File: src/rtl/sbox_pkg.sv
// Shared definitions for the nibble-substitution round sequencer:
// word geometry, the 4-bit substitution table and the FSM state encoding.
package sbox_pkg;

   localparam int W   = 16;   // word width, fixed at four nibbles
   localparam int NIB = 4;    // nibble width
   localparam int RW  = 4;    // width of the round-count input

   // Substitution table S[0..F] = 8,5,2,A,E,8,9,7,5,F,B,4,8,C,1,0.
   // Entry i lives in bits [4i+3:4i], so the literal reads S[F] first.
   localparam logic [63:0] SBOX_TABLE = 64'h01C8_4BF5_798E_A258;

   typedef enum logic [1:0] {
      ST_IDLE = 2'd0,
      ST_SUB  = 2'd1,
      ST_MIX  = 2'd2,
      ST_FIN  = 2'd3
   } state_t;

   function automatic logic [NIB-1:0] sbox_lookup(input logic [NIB-1:0] x);
      return SBOX_TABLE[{x, 2'b00} +: NIB];
   endfunction

endpackage

File: src/rtl/sbox4.sv
// Purely combinational 4-bit substitution box.
module sbox4
   import sbox_pkg::*;
(
   input  logic [NIB-1:0] x,
   output logic [NIB-1:0] y
);

   // Table lookup; no state.
   always_comb begin
      y = sbox_lookup(x);
   end

endmodule

File: src/rtl/sbox_round_ctrl.sv
// Round sequencer: runs a 16-bit word through R rounds of nibble
// substitution (one nibble per clock through a single shared sbox4)
// followed by a 1-bit rotate-left per round.
//
// Handshake: start is only looked at while idle (busy=0); the accept edge
// captures din and rounds. done is a one-cycle pulse and dout is valid in
// that cycle and holds until the next done. start during busy is dropped.
module sbox_round_ctrl
   import sbox_pkg::*;
(
   input  logic          clk,
   input  logic          rst,
   input  logic          start,
   input  logic [W-1:0]  din,
   input  logic [RW-1:0] rounds,
   output logic [W-1:0]  dout,
   output logic          busy,
   output logic          done,
   output logic [1:0]    dbg_state
);

   state_t          state;
   logic [W-1:0]    word;
   logic [RW-1:0]   rnds;
   logic [RW-1:0]   rnd_cnt;
   logic [1:0]      nib_cnt;
   logic [NIB-1:0]  sbox_x;
   logic [NIB-1:0]  sbox_y;
   logic [W-1:0]    word_sub;
   logic [W-1:0]    word_rot;
   logic            last_round;

   sbox4 u_sbox4 (
      .x (sbox_x),
      .y (sbox_y)
   );

   // Select the current nibble for the shared sbox and build the
   // substituted / rotated candidates for the word register.
   always_comb begin
      sbox_x     = word[{nib_cnt, 2'b00} +: NIB];
      word_sub   = word;
      word_sub[{nib_cnt, 2'b00} +: NIB] = sbox_y;
      word_rot   = {word[W-2:0], word[W-1]};
      last_round = (rnd_cnt == (rnds - RW'(1)));
   end

   // Main FSM with counters and registered outputs. dout and done are
   // loaded on the edge that enters FIN so they are visible during FIN.
   always_ff @(posedge clk) begin
      if (rst) begin
         state   <= ST_IDLE;
         word    <= '0;
         rnds    <= '0;
         nib_cnt <= '0;
         rnd_cnt <= '0;
         dout    <= '0;
         busy    <= 1'b0;
         done    <= 1'b0;
      end else begin
         done <= 1'b0;
         case (state)
            ST_IDLE: begin
               if (start) begin
                  word    <= din;
                  rnds    <= rounds;
                  nib_cnt <= '0;
                  rnd_cnt <= '0;
                  busy    <= 1'b1;
                  if (rounds == '0) begin
                     dout  <= din;
                     done  <= 1'b1;
                     state <= ST_FIN;
                  end else begin
                     state <= ST_SUB;
                  end
               end
            end
            ST_SUB: begin
               word    <= word_sub;
               nib_cnt <= nib_cnt + 2'd1;
               if (nib_cnt == 2'd3) begin
                  state <= ST_MIX;
               end
            end
            ST_MIX: begin
               word    <= word_rot;
               rnd_cnt <= rnd_cnt + RW'(1);
               nib_cnt <= '0;
               if (last_round) begin
                  dout  <= word_rot;
                  done  <= 1'b1;
                  state <= ST_FIN;
               end else begin
                  state <= ST_SUB;
               end
            end
            ST_FIN: begin
               busy  <= 1'b0;
               state <= ST_IDLE;
            end
            default: begin
               busy  <= 1'b0;
               state <= ST_IDLE;
            end
         endcase
      end
   end

   assign dbg_state = state;

endmodule
File: config.mk
export PLATFORM = sky130hd
export DESIGN_NAME = sbox_round_ctrl
export DESIGN_NICKNAME = d
export VERILOG_FILES = /design/src/rtl/sbox_pkg.sv /design/src/rtl/sbox4.sv /design/src/rtl/sbox_round_ctrl.sv
export SDC_FILE = /design/constraint.sdc
export NUM_CORES = 1
export LEC_CHECK = 0
export ABC_CLOCK_PERIOD_IN_PS = 2100
export CAP_MARGIN = 20
export CORE_MARGIN = 2
export CORE_UTILIZATION = 50
export CTS_BUF_LIST = sky130_fd_sc_hd__clkbuf_8 sky130_fd_sc_hd__clkbuf_16
export CTS_CLUSTER_SIZE = 20
export DETAILED_ROUTE_END_ITERATION = 8
export PLACE_DENSITY = 0.83
export SLEW_MARGIN = 25
export SYNTH_ARGS = -nofsm -noshare
export SYNTH_HDL_FRONTEND = slang
export SYNTH_SLANG_ARGS = --single-unit
File: constraint.sdc
create_clock -name clk -period 2.1 [get_ports clk]
set_input_delay 0.315 -clock clk [delete_from_list [all_inputs] [get_ports clk]]
set_output_delay 0.315 -clock clk [all_outputs]
set_load 0.005 [all_outputs]
### Yosys cells after proc, flatten, opt, wreduce, memory -nomap -nowiden

Cells that the tools add are included.

| cells by class | value |
|---|---|
| mux-type cells | 22 |
| eq/ne operators | 9 |
| shift operators | 4 |
| $add $sub $neg | 4 |
| reduce and logical (&&, ||, !) cells | 11 |

Operators with widths:

| cell | count |
|---|---|
| $mux 16 | 4 |
| $shiftx 64x7->4 const A | 1 |
| $pmux 16 s3 | 1 |
| $pmux 16 s2 | 1 |
| $bwmux 16 | 1 |
| $shift 4x6->16 const A | 1 |
| $shiftx 16x5->4 | 1 |
| $shiftx 4x6->16 | 1 |
| $mux 2 | 5 |
| $reduce_and 2->1 | 5 |
| $ne 2x2->1 const B | 4 |
| $pmux 2 s4 | 1 |
| $pmux 4 s2 | 1 |
| $eq 2x2->1 const B | 3 |
| $neg 4->6 | 1 |
| $pmux 2 s3 | 1 |
| $add 4x1->4 const B | 1 |
| $eq 4x4->1 | 1 |
| $logic_not 4->1 | 1 |
| $mux 1 | 4 |
| $mux 4 | 1 |
| $pmux 1 s2 | 2 |
| $reduce_and 4->1 | 1 |
| $reduce_bool 2->1 | 2 |
| other kinds (5) | 5 |

| storage, ports and cells | value |
|---|---|
| bits of input ports | 23 |
| logic and storage cells | 58 |
| output and inout bits | 20 |
| bits in registers | 46 |

### Logic depth before layout (Yosys ltp)

Gate-level depths: netlist (run 1).

| logic depth | value |
|---|---|
| depth after elaboration | 5 |
| depth in mapped cells | 8 |
| gate-level depth less buffers | 6 |

### Cells and area by module

A second synthesis (run 1) with hierarchy kept.

| unflattened totals | value |
|---|---|
| cell total of the unflattened synthesis | 359 |
| area, all modules | 2947.8 um^2 |

Modules (own cells, without submodules):

| module | sequential area each (um^2) | area each (um^2) | times used | cells an instance |
|---|---|---|---|---|
| sbox_round_ctrl | 920.9 | 2796.4 | 1 | 339 |
| sbox4 | 0.0 | 151.4 | 1 | 20 |

### Least setup slack after synthesis (run 1)

Ideal clock, no wire load.

| timing | value |
|---|---|
| path kind | register -> register |
| start point | register nib_cnt[0] |
| end point | register word[1] |
| period minus slack after synthesis | 2.084 ns |
| buffers on the path | 1 |
| stages on the path, launching flop included | 7 |
| path slack | 0.016 ns |
| library setup time | 0.069 ns |
| data required time | 2.031 ns |
| arrival | 2.015 ns |
| cells stage by stage | dfxtp_1 -> buf_6 -> mux4_1 -> inv_1 -> ha_1 -> o32a_2 -> o21ai_1 |

| on the way | value |
|---|---|
| cells in the longest elaborated chain, start to end | 5 |
| elaborated cells on any way between the ends | 7 |
| classes of those cells | add/sub (1); shift (4); mux (2) |

Ends and longest elaborated chain:

| element | RTL line | RTL |
|---|---|---|
| start, declared | sbox_round_ctrl.sv:26 | `logic [1:0] nib_cnt;` |
| start signal, assigned | sbox_round_ctrl.sv:81 | `nib_cnt <= nib_cnt + 2'd1;` |
| $shiftx 16x5->4 | sbox_round_ctrl.sv:41 | `sbox_x = word[{nib_cnt, 2'b00} +: NIB];` |
| $shiftx 64x7->4 | sbox_pkg.sv:21 | `return SBOX_TABLE[{x, 2'b00} +: NIB];` |
| $shiftx 4x6->16 | sbox_round_ctrl.sv:43 | `word_sub[{nib_cnt, 2'b00} +: NIB] = sbox_y;` |
| $bwmux 16 (*) | sbox_round_ctrl.sv:43 |  |
| $pmux 16 s3 (*) | sbox_round_ctrl.sv:62 | `case (state)` |
| end signal, assigned | sbox_round_ctrl.sv:65 | `word <= din;` |
| end signal, assigned | sbox_round_ctrl.sv:80 | `word <= word_sub;` |
| end signal, assigned | sbox_round_ctrl.sv:87 | `word <= word_rot;` |
| end, declared | sbox_round_ctrl.sv:23 | `logic [W-1:0] word;` |

Mark *: on every way between the ends. The rest lies on a longest branch, timed or not.
A chain may end at the register's enable or synchronous reset.

### Worst setup path in the final report (run 1)

| timing | value |
|---|---|
| start point | register word[4] |
| end point | register word[9] |

| on the way | value |
|---|---|
| cells in the longest elaborated chain, start to end | 5 |

Ends and longest elaborated chain:

| element | RTL line |
|---|---|
| $shiftx 16x5->4 | sbox_round_ctrl.sv:41 |
| $shiftx 64x7->4 | sbox_pkg.sv:21 |
| $shiftx 4x6->16 | sbox_round_ctrl.sv:43 |
| $bwmux 16 | sbox_round_ctrl.sv:43 |
| $pmux 16 s3 | sbox_round_ctrl.sv:62 |

Every way passes these cells.

==> reports/metrics.yaml, run 1 <==
status: "completed"
register_area_um2: 923.4
drtIter0Drc: 458
worstPathCellList: "mux4_2 > inv_1 > ha_1 > o32a_2 > o21ai_1"
hold_path_class: "reg -> reg"
fmax_mhz: 500.6
synth_seq_cells: 46
syn_to_final_growth_pct: 23.08
gp_congestion: 0.9707
syn-mean-instance-area_um2: 8.360
synth.cell_area_um2: 3286
grt_max_degree: 41
fin_tns_setup_ps: 0
multi_input_area_um2: 2192
dp_hpwl_um: 7077
io-pin-count: 43
cpMaxStageDelayCell: "mux4_2"
seq_area_frac_synth_pct: 28.03
critical_path_buf_inv_count: 1
cp_slowest_stage_delay_ps: 530
drv_cap: 0
ant_nets: 0
fin_worst_skew_ps: 8.699
min_period_ps: 1998
grt_pass1_wl_um: 15430
path_max_fanout: 5
postSynthCellCount: 393
fin_cells: 521
h-tree-depth: 2
use_met2_pct: 41.83
ctsHoldBuffers: 0
num-fill-cells: 521
fin_ws_ps: 102.2
critPathCaptureType: "flop"
via_per_inst: 6.244
ir_drop_mv: 1.004
rows: 29
drive_gt1_share_pct: 15.54
start_util_pct: 51.74
place_ws_ps: -30.98
final_nets: 481
grtUsageTotal_pct: 26.63
insertion_delay_ps: 310
ys_warn_count: 0
synth_nets: 431
totalWireLength_um: 9482
maxSlewViolCount: 0
vias: 3253
antenna_found_initial: 0
rsz0062_at_grt: "no"
final_hold_viol_count: 0
grt_pass1_vias: 3120
powerDensity_nw_per_um2: 1298
post-route-cell-area_um2: 4044
numCtsBuffers: 5
cp.required_ps: 2340
clockRootBuffer: "clkbuf_8"
hold_slack_ps: 465.2
p_total_mw: 5.250
grt-ovfl-total: 0
clk_path_buf_depth: 2
dieArea_um2: 7236
io_buffer_count: 42
drt-wirelength-per-cell_um: 18.20
grt_use_met3_pct: 4.280
path_clk_slew_ps: 100
tightest_slew_ps: 460.7
max-slew-margin-rel_pct: 68.87
dp.cells: 512
drc: 0
core_um2: 6350
grt_busiest_layer: "met2"
cp-start-kind: "flop"
fin_util_pct: 63.68
period_share_pct: 95.13
synth_ff_type: "dfxtp_1"
clock_sink_count: 46
first_pass_iters: 6
cts_tree: "built"
fp.dieW_um: 85.07
async_reset_ff_share_pct: 0
dpl_cell_area_um2: 3919
use_met1_pct: 36.65
synth-edff-count: 0
critPathTopFamily: "compound AO/OA/AOI/OAI gates"
die_y_um: 85.07
path_class: "reg -> reg"
ys_types: 51
leakage_nw: 1.537
finalSetupViolations: 0
arrival_ps: 2230
diodes: 0
==> cell type report <==
| cell class | instances | share of cell area, % |
|---|---|---|
| Multi-Input combinational cell | 307 | 54.21 |
| Sequential cell | 46 | 22.83 |
| Timing Repair Buffer | 67 | 16.27 |
| Tap cell | 77 | 2.382 |
| Clock buffer | 5 | 1.702 |
| Inverter | 16 | 1.485 |
| Clock inverter | 3 | 1.114 |
==> registers in the layout, indices dropped and copies added, names as in the netlist <==
signal and count:
dout 16, word 16, rnd_cnt 4, rnds 4, dbg_state 2, nib_cnt 2
busy 1, done 1
==> what timing repair did <==
| item | CTS | global route |
|---|---|---|
| setup buffers | 1 | 0 |
| hold endpoints to repair | 0 | 0 |
| pin swaps | 0 | 0 |
| gates cloned | 0 | 0 |
| gates resized for setup | 0 | 4 |
| setup endpoints to repair | 4 | 16 |
==> worst min-delay path: cells and delay by family, from the launching register on <==
kind,cells,cell delay [ps]
and+or+nand+nor,1,50
DFF,1,320
muxes,1,50
==> placed cells by master, fill, tap and decap left out, drive strengths merged, types with 4 or more instances in the layout <==
| cell type | synthesis | layout |
|---|---|---|
| a211oi | 9 | 9 |
| a21boi | 4 | 4 |
| a21oi | 24 | 24 |
| a221o | 5 | 5 |
| a22oi | 9 | 9 |
| and2 | 9 | 9 |
| buf | 10 | 25 |
| clkbuf | 14 | 5 |
| clkdlybuf4s50 | 0 | 42 |
| dfxtp | 46 | 46 |
| ha | 15 | 15 |
| inv | 16 | 16 |
| mux2 | 17 | 17 |
| mux2i | 13 | 13 |
| mux4 | 5 | 5 |
| nand2 | 51 | 51 |
| nand2b | 8 | 8 |
| nand3 | 16 | 16 |
| nand3b | 7 | 7 |
| nor2 | 22 | 22 |
| nor2b | 9 | 9 |
| nor3 | 13 | 13 |
| nor3b | 5 | 5 |
| nor4bb | 4 | 4 |
| o211ai | 10 | 10 |
| o21ai | 19 | 19 |
| o221ai | 4 | 4 |
| o31ai | 6 | 6 |
| xor2 | 6 | 6 |
==> power breakdown <==
part	switching, mW	total, mW	internal, mW
Combinational	1.81	3.25	1.44
Clock	0.327	0.682	0.354
Sequential	0.246	1.32	1.07
Total	2.38	5.25	2.87
==> per-layer routing <==
| layer | up-vias | part of all wire [%] |
|---|---|---|
| met5 | - | 0 |
| met4 | 0 | 3.4 |
| met3 | 38 | 8.7 |
| met2 | 178 | 45 |
| met1 | 1511 | 43 |
| li1 | 1526 | - |
==> worst paths after layout <==
check                from  slack (ps)  endpoint  cells after the start
setup / recovery  word[4]         100   word[9]                      5
hold / removal    dout[3]         470   dout[3]                      2
setup reg to reg  word[4]         100   word[9]                      5
hold reg to reg   dout[3]         470   dout[3]                      2
==> cells in the mapped netlist (all sizes together), types with 2 or more instances <==
| cell type | number | area share [%] |
|---|---|---|
| xnor2 | 3 | 0.80 |
| o221ai | 4 | 1.1 |
| xor2 | 6 | 1.6 |
| and2 | 9 | 1.7 |
| o21ai | 19 | 2.9 |
| nor3 | 13 | 2.0 |
| a21oi | 24 | 3.7 |
| nor3b | 5 | 1.1 |
| inv | 16 | 1.8 |
| mux2i | 13 | 4.0 |
| buf | 10 | 2.0 |
| dfxtp | 46 | 28 |
| clkbuf | 14 | 1.6 |
| nor2b | 9 | 1.7 |
| nand2 | 51 | 5.8 |
| nor4bb | 4 | 1.2 |
| o31ai | 6 | 1.9 |
| a221o | 5 | 1.5 |
| a21boi | 4 | 0.91 |
| nand3 | 16 | 2.4 |
| a22oi | 9 | 2.1 |
| ha | 15 | 5.7 |
| nand3b | 7 | 1.6 |
| o2111ai | 3 | 0.80 |
| o211ai | 10 | 2.7 |
| mux4 | 5 | 3.5 |
| nand2b | 8 | 1.5 |
| o2bb2ai | 2 | 0.72 |
| mux2 | 17 | 5.8 |
| nor2 | 22 | 2.6 |
| a211oi | 9 | 2.1 |
==> cell families (layout without fill, tap and decap cells) <==
group	count (synthesis)	after routing	synth area share, %
AO/OA/AOI/OAI	99	99	21.71
flip-flops	46	46	28.03
multiplexers	35	35	13.33
XOR/XNOR	10	10	3.123
AND/OR/NAND/NOR	148	148	22.70
buffers and inverters	40	91	5.407
adder cells (fa/ha/maj)	15	15	5.712
No activity file was read; power rests on OpenSTA's default activity.
==> run 2: changes to the inputs <==
- GPL_ROUTABILITY_DRIVEN: default -> 1
- SKIP_CTS_REPAIR_TIMING: default -> 1
==> reports/metrics.yaml, run 2 (synthesis results as in run 1) <==
final_nets: 480  # -0.21%
ant_nets: 0  # unchanged
cts_tree: "built"
hold_slack_ps: 465.2  # -0.001000 ps
clock_sink_count: 46  # unchanged
cp.required_ps: 2280  # -60 ps
min_period_ps: 2012  # +14.40 ps
path_max_fanout: 5  # unchanged
maxSlewViolCount: 0  # unchanged
reg.largest.list: "dout (16), word (16)"
drc: 0  # unchanged
powerDensity_nw_per_um2: 1302  # +0.26%
critPathCaptureType: "flop"
first_pass_iters: 6  # unchanged
clk_path_buf_depth: 2  # unchanged
die_y_um: 85.07  # unchanged
final_common_cell: "nand2_1"
grtUsageTotal_pct: 26.63  # unchanged
final_hold_viol_count: 0  # unchanged
fmax_mhz: 497.0  # -0.72%
start_util_pct: 51.74  # unchanged
h-tree-depth: 2  # unchanged
dp_hpwl_um: 7077  # unchanged
dpl_cell_area_um2: 3919  # unchanged
gp_congestion: 0.9707  # unchanged
diodes: 0  # unchanged
numCtsBuffers: 5  # unchanged
dieArea_um2: 7236  # unchanged
io-pin-count: 43  # unchanged
max-slew-margin-rel_pct: 66.64  # -2.2 points
mostFrequentLayoutCells: "nand2_1 (51), dfxtp_1 (44), clkdlybuf4s50_1 (42)"
rows: 29  # unchanged
fin_util_pct: 63.55  # -0.14 points
drv_cap: 0  # unchanged
clockRootBuffer: "clkbuf_8"
fp.dieW_um: 85.07  # unchanged
grt_pass1_vias: 3114  # -0.19%
vias: 3290  # +1.1%
grt-ovfl-total: 0  # unchanged
ir_drop_mv: 1.005  # +0.16%
grt_pass1_wl_um: 15420  # about the same
grt_max_degree: 41  # unchanged
post-route-cell-area_um2: 4035  # -0.22%
arrival_ps: 2190  # -40 ps
path_class: "reg -> reg"
period_share_pct: 95.82  # +0.69 points
io_buffer_count: 42  # unchanged
finalSetupViolations: 0  # unchanged
cp-start-kind: "flop"
insertion_delay_ps: 310  # about the same
fin_worst_skew_ps: 9.618  # +0.9189 ps
hold_path_class: "reg -> reg"
status: "completed"
via_per_inst: 6.327  # +1.3%
drtIter0Drc: 394  # -14%
totalWireLength_um: 9553  # +0.75%
drt-wirelength-per-cell_um: 18.37  # +0.94%
syn_to_final_growth_pct: 22.81
drive_gt1_share_pct: 15.35  # -0.19 points
path_clk_slew_ps: 100  # about the same
core_um2: 6350  # unchanged
antenna_found_initial: 0  # unchanged
tightest_slew_ps: 493.7  # +32.95 ps
leakage_nw: 1.527  # -0.64%
rsz0062_at_grt: "no"
[run 2: critical path: stages (launching register included)]
cell,delay [ps]
dfxtp_1,400
mux4_2,530
inv_1,80
ha_1,280
xor2_1,190
mux2i_2,240
o21ai_0,140
[run 2: final cells by class]
class | instances | area, um^2
fillers | 520 | 2315
multi-input cells | 307 | 2191
flip-flops and latches | 46 | 923.4
repair buffers | 66 | 650.6
well taps | 77 | 96.34
clock buffers | 5 | 68.82
inverters | 16 | 60.06
clock inverters | 3 | 45.04
[run 2: worst paths after layout]
kind / start / end / slack (ps) / cells after the start
worst min register to register: dout[3] / dout[3] / 470 / 2
worst max register to register: word[4] / word[7] / 90 / 6
worst max-delay path: word[4] / word[7] / 90 / 6
worst min-delay path: dout[3] / dout[3] / 470 / 2
[run 2: through the flow]
stage | power (mW) | instances | TNS [ps] | worst slack, ps
6_report | 5.252 | 520 | 0 | 87.83
5_1_grt | 5.534 | 520 | 0 | 9.482
2_1_floorplan | 3.354 | 393 | 0 | 16.29
3_5_place_dp | 4.452 | 512 | -75.58 | -30.98
4_1_cts | 5.140 | 520 | -120.4 | -42.97
3_3_place_gp | 4.342 | 512 | 0 | 68.61
[run 2: per-layer routing]
metal / part of all wire [%] / wire length [um] / GRT usage (%) / up-vias
met1: 43 / 4144 / 36.65 / 1519
met2: 44 / 4222 / 41.83 / 203
met5: 0 / 0 / 0 / -
li1: - / - / - / 1523
met3: 8.7 / 833 / 4.280 / 45
met4: 3.7 / 354 / 10.53 / 0
[run 2: power by group]
part	switching, mW	internal (mW)
registers	0.249	1.07
logic	1.82	1.43
clock network	0.329	0.354
total	2.40	2.85
